[src/rtl/anode_scan_ctrl.sv]
// Scan controller for a multiplexed 7-segment display: shadow word loaded via req/ack
// only at frame boundaries, one active-low anode rotated per prescaled digit slot.
module anode_scan_ctrl #(
  parameter int ANCHO = 4,
  parameter int PRESC = 50000
) (
  input  logic                          clk,
  input  logic                          rst,
  input  logic                          wr_req,
  input  logic [(2**ANCHO)-1:0]         wr_data,
  input  logic                          blank,
  output logic                          wr_ack,
  output logic                          busy,
  output logic [((2**ANCHO)/4)-1:0]     an,
  output logic [3:0]                    digit
);

  localparam int DW    = 2**ANCHO;
  localparam int N_DIG = DW / 4;
  localparam int PW    = (PRESC > 1) ? $clog2(PRESC) : 1;
  localparam int IW    = (N_DIG > 1) ? $clog2(N_DIG) : 1;
  localparam logic [PW-1:0] PRESC_LAST = PW'(PRESC - 1);
  localparam logic [IW-1:0] IDX_LAST   = IW'(N_DIG - 1);

  typedef enum logic [1:0] {
    S_IDLE = 2'd0,
    S_LOAD = 2'd1,
    S_SCAN = 2'd2
  } state_t;

  state_t         state_q;
  logic [DW-1:0]  shadow_q;
  logic [IW-1:0]  idx_q;
  logic [IW-1:0]  idx_d;
  logic [PW-1:0]  presc_q;
  logic [PW-1:0]  presc_d;
  logic           tick;

  assign tick    = (presc_q == PRESC_LAST);
  assign presc_d = tick ? '0 : presc_q + 1'b1;
  // Explicit wrap keeps idx inside the shadow even for non-power-of-2 digit counts.
  assign idx_d   = (idx_q == IDX_LAST) ? '0 : idx_q + 1'b1;

  always_ff @(posedge clk) begin
    if (!rst) begin
      state_q  <= S_IDLE;
      shadow_q <= '0;
      idx_q    <= '0;
      presc_q  <= '0;
    end else begin
      case (state_q)
        S_IDLE: begin
          presc_q <= '0;
          if (wr_req) state_q <= S_LOAD;
        end
        S_LOAD: begin
          shadow_q <= wr_data;
          idx_q    <= '0;
          presc_q  <= '0;
          state_q  <= S_SCAN;
        end
        S_SCAN: begin
          presc_q <= presc_d;
          // Requests are only honoured at the frame-end tick; idx stays on the
          // last digit through LOAD so the frame is never mixed.
          if (tick) begin
            if ((idx_q == IDX_LAST) && wr_req) state_q <= S_LOAD;
            else                               idx_q   <= idx_d;
          end
        end
        default: state_q <= S_IDLE;
      endcase
    end
  end

  always_comb begin
    an    = '1;
    digit = '0;
    for (int k = 0; k < N_DIG; k++) begin
      if ((state_q != S_IDLE) && (idx_q == IW'(k))) begin
        an[k] = blank;
        digit = shadow_q[4*k +: 4];
      end
    end
  end

  assign busy   = (state_q != S_IDLE);
  assign wr_ack = (state_q == S_LOAD);

endmodule

[config.mk]
export PLATFORM = sky130hd
export DESIGN_NAME = anode_scan_ctrl
export DESIGN_NICKNAME = d
export VERILOG_FILES = /design/src/rtl/anode_scan_ctrl.sv
export SDC_FILE = /design/constraint.sdc
export NUM_CORES = 1
export LEC_CHECK = 0
export ABC_AREA = 1
export CORE_MARGIN = 2
export CORE_UTILIZATION = 30
export CTS_BUF_LIST = sky130_fd_sc_hd__clkbuf_8
export DETAILED_ROUTE_END_ITERATION = 6
export PLACE_DENSITY_LB_ADDON = 0.12
export SLEW_MARGIN = 40
export SYNTH_ARGS = -nofsm -noshare
export SYNTH_HDL_FRONTEND = slang
export SYNTH_SLANG_ARGS = --single-unit
[constraint.sdc]
create_clock -name clk -period 2 [get_ports clk]
set_clock_uncertainty 0.05 [all_clocks]
set_input_delay 0.4 -clock clk [delete_from_list [all_inputs] [get_ports clk]]
set_output_delay 0.4 -clock clk [all_outputs]
set_load 0.05 [all_outputs]
==> reports/metrics.yaml <==
timing:
  worst_slew_pin_slew_ns: 0.379
  fin_ws_ns: -0.102
  finalCritPeriodShare_pct: 105
  fmax_mhz: 476
  period_minus_slack_ns: 2.10
  drv_slew: 0
  timing_hold_violations_final: 0
  rsz0062_at_grt: "true"
  slew_headroom_pct: 74.7
  setup_violations: 5
layout:
  synthToLayoutAreaGrowth_pct: 41.2
  final_cell_mix: "70 x nand2_1, 47 x nor2_1, 32 x dfxtp_1, 23 x o21ai_0, 22 x inv_1"
  final_common_cell: "nand2_1"
  final_layout_size_suffix_gt1_share_pct: 23.9
  fin_cells: 424
  nNetsFinal: 371
  diodes: 0
logic_synthesis:
  syn_area_per_cell_sq_um: 6.52
  syn_nets: 328
  ys_warn_count: 0
  synthCells: 303
  synthFlopType: "dfxtp_1"
  ys_types: 26
  synth_edf_count: 0
  ys_seq_elements: 36
  async_flop_share_pct: 0
  seq_area_frac_synth_pct: 36.5
  syn_area_sq_um: 1980
die:
  core_sq_um: 6350
  initial_core_util_pct: 31.1
  rows: 29
  die_height_microns: 85.2
  die-area_sq_um: 7250
  num_io_pins: 30
  fp.dieW_microns: 85.2
hold_path:
  min_to: "state_q[0]$_SDFFE_PN0P_"
  hp-class: "reg2reg"
  min_path_cells: 1
  hold_start: "state_q[0]$_SDFFE_PN0P_"
setup_path:
  cp_max_fo: 5
  cp_data_required_time_ns: 1.55
  start_kind: "flip-flop"
  crit_top_cell: "nand3_2"
  cp_slowest_cell: "dfxtp_4"
  r2r_end: "state_q[1]$_SDFFE_PN0P_"
  cp.arrival_ns: 1.65
  cp_cell_sequence: "inv_4 > ha_4 > inv_2 > nor2_4 > nand3_2 > nand3_2 > o21ai_2 > o21ai_4 > buf_12"
  r2r_cells: 11
  crit_path_end_kind: "output port"
  criticalPathCategory: "reg2out"
  slowest_delay_ns: 0.37
  r2r_slack_ns: 0.34
  reg2reg_from: "presc_q[1]$_SDFFE_PN0P_"
power_and_ir_drop:
  finalPower_uw: 3210
  p_leak_uw: 0.00113
  powerDensity_nw_per_um2: 1150
  irDropWorstVdd_mv: 0.547
drt:
  vias: 1975
  viasPerCell: 4.66
  dr.pass1.iters: 4
  drc: 0
  antenna_left: 0
  drt-total-wl_microns: 5380
  drt_iter0_markers: 56
  wl_per_cell_microns: 12.7
grt:
  grt.overflow.total: 0
  grt_pass1_vias: 1990
  grt_start_max_net_pins: 22
  antenna_found_initial: 0
  grt_usage_pct: 15.7
  grt_pass1_wl_microns: 9090
place:
  dpl.hpwl_microns: 3790
  dp_cells: 408
  gp_congestion: 0.790
  io_buffers: 29
clocking:
  clockBufferDepth: 2
  clk_pin_slew_ns: 0.08
  root_buffer: "clkbuf_8"
  clk_latency_ns: 0.29
  htree_levels: 2
  cts.sinks: 36
  cts_inserted_buffers: 5
  cts_tree: "yes"
status:
  outcome: "complete, but fails checks"
  violations: "negative setup slack"
run:
  drv_cap: 0
## worst max-delay path: cells and delay by family, from the launching register on
family | cells | cell delay [ns]
and+or+nand+nor | 3 | 0.38
AOI/OAI and AO/OA | 2 | 0.22
buffers and inverters | 3 | 0.27
adders and majority gates | 1 | 0.13
DFF | 1 | 0.37
## worst max path at each step
| stage | startpoint | endpoint | depth (start not counted) |
|---|---|---|---|
| after floorplan | idx_q[0]$_SDFFE_PN0P_ | an[3] | 4 |
| after global placement | idx_q[1]$_SDFFE_PN0P_ | digit[0] | 9 |
| after detailed placement | idx_q[0]$_SDFFE_PN0P_ | digit[3] | 9 |
| after CTS | idx_q[1]$_SDFFE_PN0P_ | digit[3] | 9 |
| after global routing | idx_q[1]$_SDFFE_PN0P_ | digit[1] | 9 |
| final | idx_q[1]$_SDFFE_PN0P_ | digit[2] | 9 |
## state kept, by name (all words and copies together), names as in the netlist
| register | count |
|---|---|
| idx_q | 2 |
| presc_q | 16 |
| shadow_q | 16 |
| state_q | 2 |
## cell families after synthesis
logic type | count (synthesis) | synth area share (%)
AO/OA/AOI/OAI | 51 | 13.3
XOR/XNOR | 2 | 0.886
adder cells (fa/ha/maj) | 5 | 3.16
buffers and inverters | 39 | 8.23
flip-flops | 36 | 36.5
AND/OR/NAND/NOR | 170 | 38.0
## metal layers
metal | global-route usage [%] | vias up | share of wire [%]
li1 | - | 1055 | -
met1 | 18.8 | 873 | 45
met2 | 27.9 | 37 | 49
met3 | 3.79 | 10 | 4.2
met4 | 4.18 | 0 | 1.7
met5 | 0 | - | 0
## synthesized netlist by cell type (4+ instances only)
master,instances,area (sq um)
o21ai_1,4,20.0
o21ai_0,27,135
nor2_1,49,184
ha_1,5,62.6
nand3_1,28,140
nand4_1,4,25.0
inv_1,26,97.6
inv_2,4,15.0
nor2_2,7,43.8
buf_2,4,20.0
dfxtp_1,36,721
nand2_1,71,267
a21oi_1,17,85.1
## per-stage QoR
stage	hold WS [ns]	utilization, %	setup slack, ns	TNS [ns]	instance area (sq um)
global placement	0.435	38.7	0.134	0	2460
global route	0.457	44.0	-0.178	-0.800	2790
CTS	0.453	43.2	-0.0878	-0.330	2740
floorplan	0.416	-	0.0699	0	1990
detailed placement	0.442	38.7	0.0762	0	2460
finish	0.434	44.0	-0.102	-0.444	2790
## power breakdown
part	switching [uW]	total [uW]	internal [uW]
combinational	963	1640	673
sequential	148	1040	889
clock	264	535	271
total	1380	3210	1830
## area by class of cell
cell class,count,area [sq um]
multi-input combinational,228,1260
sequential,36,731
timing repair buffer,44,489
tap,77,96.3
clock inverter,2,7.51
inverter,31,126
clock buffer,6,82.6
fill,647,3560
## what timing repair did
item | in CTS | in global routing
gates resized for setup | 45 | 11
hold endpoints to repair | 0 | 0
endpoints found under the setup margin | 4 | 7
buffers inserted | 6 | 1
cloned | 1 | 0
pin swaps | 14 | 10
hold buffers | 0 | 0
Note: power is estimated with default switching activity, not from simulation.
